**src/rtl/minmax_tracker.sv**
```systemverilog
// Sequential signed min/max tracker driving an external subtract-based comparator.
// Optional tie counting on the running max is enabled by defining MINMAX_TIE_CNT_EN.
module minmax_tracker #(
  parameter int CNT_W = 4
) (
  input  logic             clk,
  input  logic             rst,
  input  logic             start,
  input  logic             in_valid,
  output logic             in_ready,
  input  logic [3:0]       d,
  input  logic             last,
  output logic [3:0]       ca,
  output logic [3:0]       cb,
  input  logic             z,
  input  logic             n,
  input  logic             v,
  output logic [3:0]       min,
  output logic [3:0]       max,
  output logic [CNT_W-1:0] cnt,
  output logic             sat,
  output logic [CNT_W-1:0] ties,
  output logic             done
);

  typedef enum logic [2:0] {IDLE, ACCEPT, CMPMIN, CMPMAX, DONE} state_t;

  localparam logic [CNT_W-1:0] CNT_MAX = '1;

  state_t     state, state_nxt;
  logic [3:0] samp;
  logic       last_q;
  logic       first;
  logic       lt;

  // Signed ca < cb must include overflow (7 vs -8 corners).
  assign lt = n ^ v;

  always_ff @(posedge clk) begin
    if (rst) state <= IDLE;
    else     state <= state_nxt;
  end

  always_comb begin
    state_nxt = state;
    case (state)
      IDLE:    if (start) state_nxt = ACCEPT;
      ACCEPT: begin
        if (in_valid) begin
          if (first) state_nxt = last ? DONE : ACCEPT;
          else       state_nxt = CMPMIN;
        end
      end
      CMPMIN:  state_nxt = CMPMAX;
      CMPMAX:  state_nxt = last_q ? DONE : ACCEPT;
      DONE:    state_nxt = IDLE;
      default: state_nxt = IDLE;
    endcase
  end

  always_comb begin
    in_ready = (state == ACCEPT);
    done     = (state == DONE);
    ca       = '0;
    cb       = '0;
    case (state)
      CMPMIN: begin
        ca = samp;
        cb = min;
      end
      CMPMAX: begin
        ca = max;
        cb = samp;
      end
      default: ;
    endcase
  end

  always_ff @(posedge clk) begin
    if (rst) begin
      min    <= '0;
      max    <= '0;
      cnt    <= '0;
      sat    <= 1'b0;
      samp   <= '0;
      last_q <= 1'b0;
      first  <= 1'b0;
    end else begin
      case (state)
        IDLE: begin
          if (start) begin
            cnt   <= '0;
            sat   <= 1'b0;
            first <= 1'b1;
          end
        end
        ACCEPT: begin
          if (in_valid) begin
            samp   <= d;
            last_q <= last;
            if (cnt == CNT_MAX) sat <= 1'b1;
            else                cnt <= cnt + 1'b1;
            if (first) begin
              min   <= d;
              max   <= d;
              first <= 1'b0;
            end
          end
        end
        CMPMIN: if (lt) min <= samp;
        CMPMAX: if (lt) max <= samp;
        default: ;
      endcase
    end
  end

`ifdef MINMAX_TIE_CNT_EN
  always_ff @(posedge clk) begin
    if (rst) begin
      ties <= '0;
    end else begin
      case (state)
        IDLE:   if (start) ties <= '0;
        ACCEPT: if (in_valid && first) ties <= '0;
        CMPMAX: begin
          if (lt)                         ties <= '0;
          else if (z && ties != CNT_MAX)  ties <= ties + 1'b1;
        end
        default: ;
      endcase
    end
  end
`else
  logic unused_z;
  assign unused_z = z;
  assign ties     = '0;
`endif

endmodule
```
**config.mk**
```make
export PLATFORM = sky130hd
export DESIGN_NAME = minmax_tracker
export DESIGN_NICKNAME = d
export VERILOG_FILES = /design/src/rtl/minmax_tracker.sv
export SDC_FILE = /design/constraint.sdc
export NUM_CORES = 1
export LEC_CHECK = 0
export BUFFER_PORTS_ARGS = -buffer_cell sky130_fd_sc_hd__buf_4
export CAP_MARGIN = 20
export CORE_MARGIN = 2
export CORE_UTILIZATION = 45
export CTS_CLUSTER_SIZE = 16
export DETAILED_ROUTE_END_ITERATION = 16
export PLACE_DENSITY = 0.85
export SLEW_MARGIN = 20
export SYNTH_ARGS = -nofsm -noshare
export SYNTH_HDL_FRONTEND = slang
export SYNTH_SLANG_ARGS = --single-unit
```
**constraint.sdc**
```tcl
create_clock -name clk -period 1.66 [get_ports clk]
set_clock_uncertainty 0.1 [all_clocks]
set_input_delay 0.249 -clock clk [delete_from_list [all_inputs] [get_ports clk]]
set_output_delay 0.249 -clock clk [all_outputs]
set_load 0.01 [all_outputs]
```
; ---- Yosys cells after proc, flatten, opt, wreduce, memory -nomap -nowiden
; Index checks and enable logic that the tools add are counted.
[totals]
inputBits = 12
ff_bits = 22
[op_classes]
n_mux = 24
bitwise = 1
addsub = 1
n_eq_ne = 12
reduce_logical = 11
[op_table]
columns = cell, count
row1 = $pmux 4 s2, 5
row2 = $mux 4, 6
row3 = $reduce_and 4->1, 4
row4 = $mux 3, 5
row5 = $ne 2x2->1 const B, 6
row6 = $pmux 3 s4, 1
row7 = $eq 3x2->1 const B, 2
row8 = $reduce_bool 2->1, 3
row9 = $mux 1, 5
row10 = $add 4x1->4 const B, 1
row11 = $eq 4x4->1 const B, 1
row12 = $pmux 1 s2, 2
row13 = $reduce_and 2->1, 2
row14 = $eq 3x1->1 const B, 1
row15 = $eq 3x3->1 const B, 1
row16 = $logic_not 3->1, 1
row17 = $reduce_and 3->1, 1
row18 = $ne 2x1->1 const B, 1
row19 = $xor 1x1->1, 1

; ---- Logic depth before layout (Yosys ltp)
; Gate-level depths: netlist of the first run.
[logic_depth]
ltp_word = 4
depth_mapped = 7

; ---- Worst setup path before layout of the first run
; Ideal clock, no wire load.
[synth_path]
path_type = register to register
from = register state[0]
to = register last_q
setup_time_ns = 0.128
required_time_ns = 1.432
path_stages_with_launch = 8
setup_slack_ns = 0.068
arrival_time_ns = 1.364
n_path_buf = 2
cell_sequence = dfxtp_1 -> buf_4 -> or3b_4 -> clkinv_2 -> and2_4 -> buf_6 -> mux2i_1 -> nor2_1
[synth_via]
elab_chain_cells = 2
[synth_lines]
columns = item, line_no
row1 = from (decl), 30  ; state_t state, state_nxt;
row2 = from (signal assigned), 41  ; else state <= state_nxt;
row3 = $eq 3x1->1, -
row4 = named net in_ready, 10  ; output logic in_ready,
row5 = $reduce_and 2->1 (no source line), -
row6 = to (signal assigned), 100  ; last_q <= last;
row7 = to (decl), 32  ; logic last_q;
; The timed path passes the listed nets, and every way through them passes these cells.
; A chain may end at the register's enable or synchronous reset.

; ---- Worst setup path in the final report of the first run
[layout_path]
from = register state[0]
to = output port in_ready
[layout_via]
elab_chain_cells = 1
[layout_lines]
columns = item, line_no
row1 = $eq 3x1->1, 62  ; in_ready = (state == ACCEPT);
row2 = to (decl), 10
; No other way between the ends.

==> results of run 1 <==
-- sequential cells by signal (all words and copies together) (netlist names) --
name / flops
cnt: 4
first: 1
last_q: 1
max: 4
min: 4
samp: 4
sat: 1
state: 3
-- final timing paths --
check | end | slack [ns] | startpoint | cells after the start
worst max register to register | min[2] | 0.02 | state[2] | 5
worst min register to register | cnt[1] | 0.41 | cnt[1] | 2
worst max-delay path | in_ready | -0.03 | state[0] | 4
worst min-delay path | last_q | 0.09 | last | 3
-- worst reg2reg max path: stages, from the launching register on --
cell and delay [ns]:
dfxtp_4 0.38, buf_6 0.12, or3b_4 0.43, o32ai_4 0.25
nor2_1 0.08, a311oi_1 0.21
-- cells in the final DEF, fill, tap and decap left out, types with 2 or more instances in the layout --
cell,count
mux2i_2,3
nor3_1,2
a211oi_1,3
buf_6,4
buf_4,42
nand3b_1,2
o21ai_0,7
nor2_1,24
conb_1,4
or3b_4,2
dfxtp_1,19
a21oi_1,6
inv_1,2
nor2b_1,2
dfxtp_4,3
a311oi_1,5
nand3_1,2
nand2_1,12
mux2i_1,14
clkbuf_4,3
-- per-layer routing --
metal	global-route usage, %	wire [um]
met2	35.6	1600
met5	0	0
met1	23.2	1380
met4	7.64	31
met3	3.63	209
-- what timing repair did --
| action | in CTS | in global routing |
|---|---|---|
| gates resized for setup | 9 | 12 |
| setup endpoints to repair | 9 | 24 |
| setup buffers | 5 | 2 |
| cloned | 0 | 0 |
| pin swaps | 3 | 13 |
-- area by class of cell --
class	count	area, um2	share of cell area [%]
Sequential cell	22	452	26.2
Timing Repair Buffer	48	395	22.9
Tap cell	31	38.8	2.25
Clock buffer	4	36.3	2.10
Multi-Input combinational cell	112	791	45.8
Inverter	3	12.5	0.725
-- metrics by stage --
step	cells	TNS, ns	worst slack, ns
2_1_floorplan	150	0	0.0680
4_1_cts	218	-0.0529	-0.0386
3_5_place_dp	209	0	0.0527
5_1_grt	220	-0.712	-0.0717
3_3_place_gp	209	0	0.109
6_report	220	-0.0293	-0.0293
-- power groups by stage --
stage,clock (mW),sequential (mW),combinational [mW]
after global placement,0,0.599,0.310
after detailed placement,0,0.602,0.322
after floorplan,0,0.599,0.221
final,0.299,0.591,0.376
after CTS,0.307,0.589,0.350
after global routing,0.328,0.595,0.408
-- cells by family (layout without fill, tap and decap cells) --
logic type	Yosys count	in the layout	synth area share [%]
flops	22	22	34.6
buf+inv	16	55	7.28
xor+xnor	1	1	0.689
other cells	1	4	0.295
fa+ha+maj	1	1	0.984
simple gates	59	59	23.3
compound gates	29	29	18.5
mux	18	18	14.3
==> run summary, run 1 <==
Area share of the leading cell type in the synthesized netlist: 34.6%
Worst min path class: in -> reg
Core area: 2710 um2
CP max stage delay: 0.39 ns
Peak VDD IR: 0.546 mV
Clock H-tree levels: 1
Fin worst setup slack: -0.0293 ns
Switch Pwr: 0.387 mW
Fill count: 239
Final hold vios: 0
# rows: 19
Die Footprint: 3270 um2
Total number of vias: 1,218
CP cell instances: or3b_4, clkinv_2, buf_6, buf_6
Number of global-route vias before repair: 1,189
Synth unique cells: 41
Most numerous cell in the Yosys netlist: nor2_1
Final nets: 203
PwrDens: 734 nW/um2
Chip Height: 57.2 um
Cell Area, Placed: 1560 um2
DP HPWL: 2.25 mm
Pin count of the biggest net entering global routing: 23
Power Internal: 0.880 mW
Clock network fraction of total power: 23.6%
Synthesized area: 1270 um2
Prevailing post-synth register cell: dfxtp_1
Part of the power in combinational logic: 29.7%
Finished Cell Area: 1730 um2
First-pass detailed-route iteration total: 4
Initial antenna violation count: 0
I/O pin cnt: 39
Wire per inst: 14.7 um
Post-synthesis async set-or-reset flop share: 0%
Least-Margin Pin Slew: 0.545 ns
Area Growth Syn to Fin: 35.7%
GRT Total Usage: 19.8%
Power Total: 1.27 mW
CTS Hold Bufs: 0
Final period util: 102%
Register bit total from synthesis: 22
Switching share of total power: 30.6%
Clock Tree Root: clkbuf_4
Num CTS Buffers: 3
Top post-synthesis cells by area: dfxtp_1 35%, mux2i_1 13%, nor2_1 7.4%
Global route total overflow: 0
Fmax: 592 MHz
Sequential area share after synthesis: 34.6%
Max-cap viol count: 0
Skew-Pair Late Insertion Delay: 0.31 ns
Area leader, netlist: dfxtp_1
Syn Inst Count: 147
Worst path top cell family by delay: simple AND/OR/NAND/NOR gates
Finish-stage setup viols: 1
Diode count: 0
Kind of critical path: reg -> out
Commonest cells in the netlist: 25 x nor2_1, 22 x dfxtp_1, 17 x mux2i_1
Status: complete, but fails checks
RSZ-0062 raised after global routing: true
Sink Count: 22
PortBufs: 33
Layout cells sized above 1: 38.6%
Number of remaining DRC errors: 0
Most frequent CP cell: buf_6
Core Util, Final: 63.7%
Worst Path Max Fanout: 4
CTS tree: done
P_leak: 0.716 nW
Max-slew headroom: 63.4%
Crit path max-delay cell type: or3b_4
CP bufs+invs: 3
Critical path data required time: 1.31 ns
Post-synth EDFFs: 0
Minimum hold slack: 0.0910 ns
Drt total wl: 3.23 mm
Routability cong.: 0.835
First-pass GRT wire length: 5.12 mm
Reg clk slew, reported paths: 0.13 ns
Longest Clk Path Bufs: 2
Critical path launch point type: flop
Failing checks: negative setup slack
Post-layout min period: 1.69 ns
Critical path endpoint category: primary output
Starting DRC count in detailed routing: 41
Worst Path Arrival: 1.34 ns
Max-slew violations: 0
Initial Utilization: 46.9%
Syn_area_per_cell: 8.65 um2
ANT nets after route: 0
Reg power frac: 46.7%
Routed vias/inst: 5.54
Die width: 57.2 um
Synth Warn #: 0
Note: power is estimated with default switching activity, not from simulation.
==> run 2, diff against run 1 <==
- SETUP_SLACK_MARGIN: default -> 0.1
==> run 2 against run 1 <==
Against the previous run:
- the run now ends clean
- final cell count decreased by 1.8%
- non-clock buffer count fell by 3
- core utilization down 0.78 points
- clock-buffer cell count shrank 1
- worst setup slack improved by 0.063 ns
- sequential power barely moved
- worst hold slack gained 0.0099 ns
- first-iteration DRC count shrank 2.4%
- routed wire length is 3.3% lower
- critical path type unchanged
- largest cell class unchanged
==> run summary, run 2 (synthesis gave the netlist of run 1 again) <==
Status: finished, final reports clean
CP max stage delay: 0.42 ns
Part of the power in combinational logic: 30.8%
Critical path launch point type: flop
Clock Tree Root: clkbuf_4
Peak VDD IR: 0.418 mV
Dpl cells: 207
Global route total overflow: 0
Most frequent cells in the layout: 39 x buf_4, 21 x nor2_1, 18 x dfxtp_1
Worst min path class: in -> reg
Switch Pwr: 0.366 mW
Chip Height: 57.2 um
Pin count of the biggest net entering global routing: 23
Commonest non-fill, non-tap cell in the layout: buf_4
Longest Clk Path Bufs: 2
I/O pin cnt: 39
Die width: 57.2 um
Switching share of total power: 30.8%
CTS tree: done
Max-slew violations: 0
First-pass detailed-route iteration total: 4
Critical path endpoint category: primary output
Num CTS Buffers: 3
Total number of vias: 1,216
ANT nets after route: 0
Hold_sp: last
Worst Path Max Fanout: 5
Worst setup startpoint: state[1]
Drt total wl: 3.12 mm
Routed vias/inst: 5.63
Final nets: 200
Power Internal: 0.824 mW
Reg clk slew, reported paths: 0.11 ns
# rows: 19
Reg power frac: 50.0%
Crit path max-delay cell type: or3b_4
GRT Total Usage: 18.6%
Wire per inst: 14.5 um
Starting DRC count in detailed routing: 40
Critical path data required time: 1.31 ns
Initial Utilization: 46.9%
Area Growth Syn to Fin: 34.1%
Power Total: 1.19 mW
Post-layout min period: 1.63 ns
Number of global-route vias before repair: 1,190
Skew-Pair Late Insertion Delay: 0.29 ns
Worst Path Arrival: 1.28 ns
Crit Reg-Reg Startpoint: state[1]
Final period util: 98.0%
Number of remaining DRC errors: 0
Fmax: 615 MHz
PortBufs: 33
Non-Filler Instances: 216
Core Util, Final: 62.9%
Routability cong.: 0.764
Clock H-tree levels: 1
RSZ-0062 raised after global routing: true
First-pass GRT wire length: 4.99 mm
Sink Count: 22
Layout cells sized above 1: 39.5%
Core area: 2710 um2
Final hold vios: 0
PwrDens: 698 nW/um2
TNS Setup: 0 ns
Worst path top cell family by delay: simple AND/OR/NAND/NOR gates
Diode count: 0
Initial antenna violation count: 0
CP cell instances: or3b_4, clkinv_4, buf_6
Finish-stage setup viols: 0
Clock network fraction of total power: 19.3%
Die Footprint: 3270 um2
CP bufs+invs: 2
P_leak: 0.693 nW
Kind of critical path: reg -> out
DP HPWL: 2.20 mm
Max-cap viol count: 0
-- run 2: cell count changes in the layout (fill, tap and decap cells not counted), sizes merged --
cell / delta
buf: -3
clkbuf: -1
-- run 2: path summary, 6_finish.rpt --
path              endpoint  slack (ns)  cells after the start
setup / recovery  in_ready        0.03                      3
hold / removal      last_q        0.10                      3
setup reg to reg    max[2]        0.08                      4
hold reg to reg     cnt[0]        0.41                      2
-- run 2: what timing repair did --
| item | 4_1_cts | 5_1_grt |
|---|---|---|
| hold endpoints to repair | 0 | 0 |
| cloned | 0 | 0 |
| endpoints found under the setup margin | 25 | 28 |
| pin swaps | 8 | 10 |
| gates resized for setup | 12 | 16 |
| hold buffers | 0 | 0 |
| buffers inserted | 5 | 1 |
-- run 2: final cells by class --
| type | count | area (um2) |
|---|---|---|
| timing repair buffer | 45 | 369 |
| fill | 244 | 1010 |
| clock buffer | 3 | 22.5 |
| multi-input combinational | 112 | 807 |
| tap | 31 | 38.8 |
| inverter | 3 | 16.3 |
| sequential | 22 | 450 |
-- run 2: worst register-to-register path, cell delays in order, from the launching register on --
cell and delay [ns]:
dfxtp_4 0.38, or3b_4 0.42, o22ai_4 0.33, buf_4 0.18
a211oi_1 0.06
-- run 2: per-layer routing --
layer	up-vias	track usage, %	share of wire (%)
li1	594	-	-
met1	572	21.2	41
met2	48	34.8	52
met3	2	2.27	6.8
met4	0	7.64	0.51
met5	-	0	0
-- run 2: power groups by stage --
| stage | sequential [mW] | clock, mW | combinational (mW) |
|---|---|---|---|
| finish | 0.594 | 0.229 | 0.366 |
| CTS | 0.592 | 0.241 | 0.340 |
| global route | 0.598 | 0.261 | 0.395 |
| floorplan | 0.600 | 0 | 0.226 |
| detailed placement | 0.606 | 0 | 0.304 |
| global placement | 0.603 | 0 | 0.295 |
-- run 2: stage by stage --
step	hold slack (ns)	setup slack (ns)	area, um2
finish	0.101	0.0337	1700
global placement	0.379	0.0832	1540
detailed placement	0.389	-0.00714	1540
global route	0.122	-0.000482	1700
CTS	0.0928	0.0337	1640
floorplan	0.221	0.0877	1300
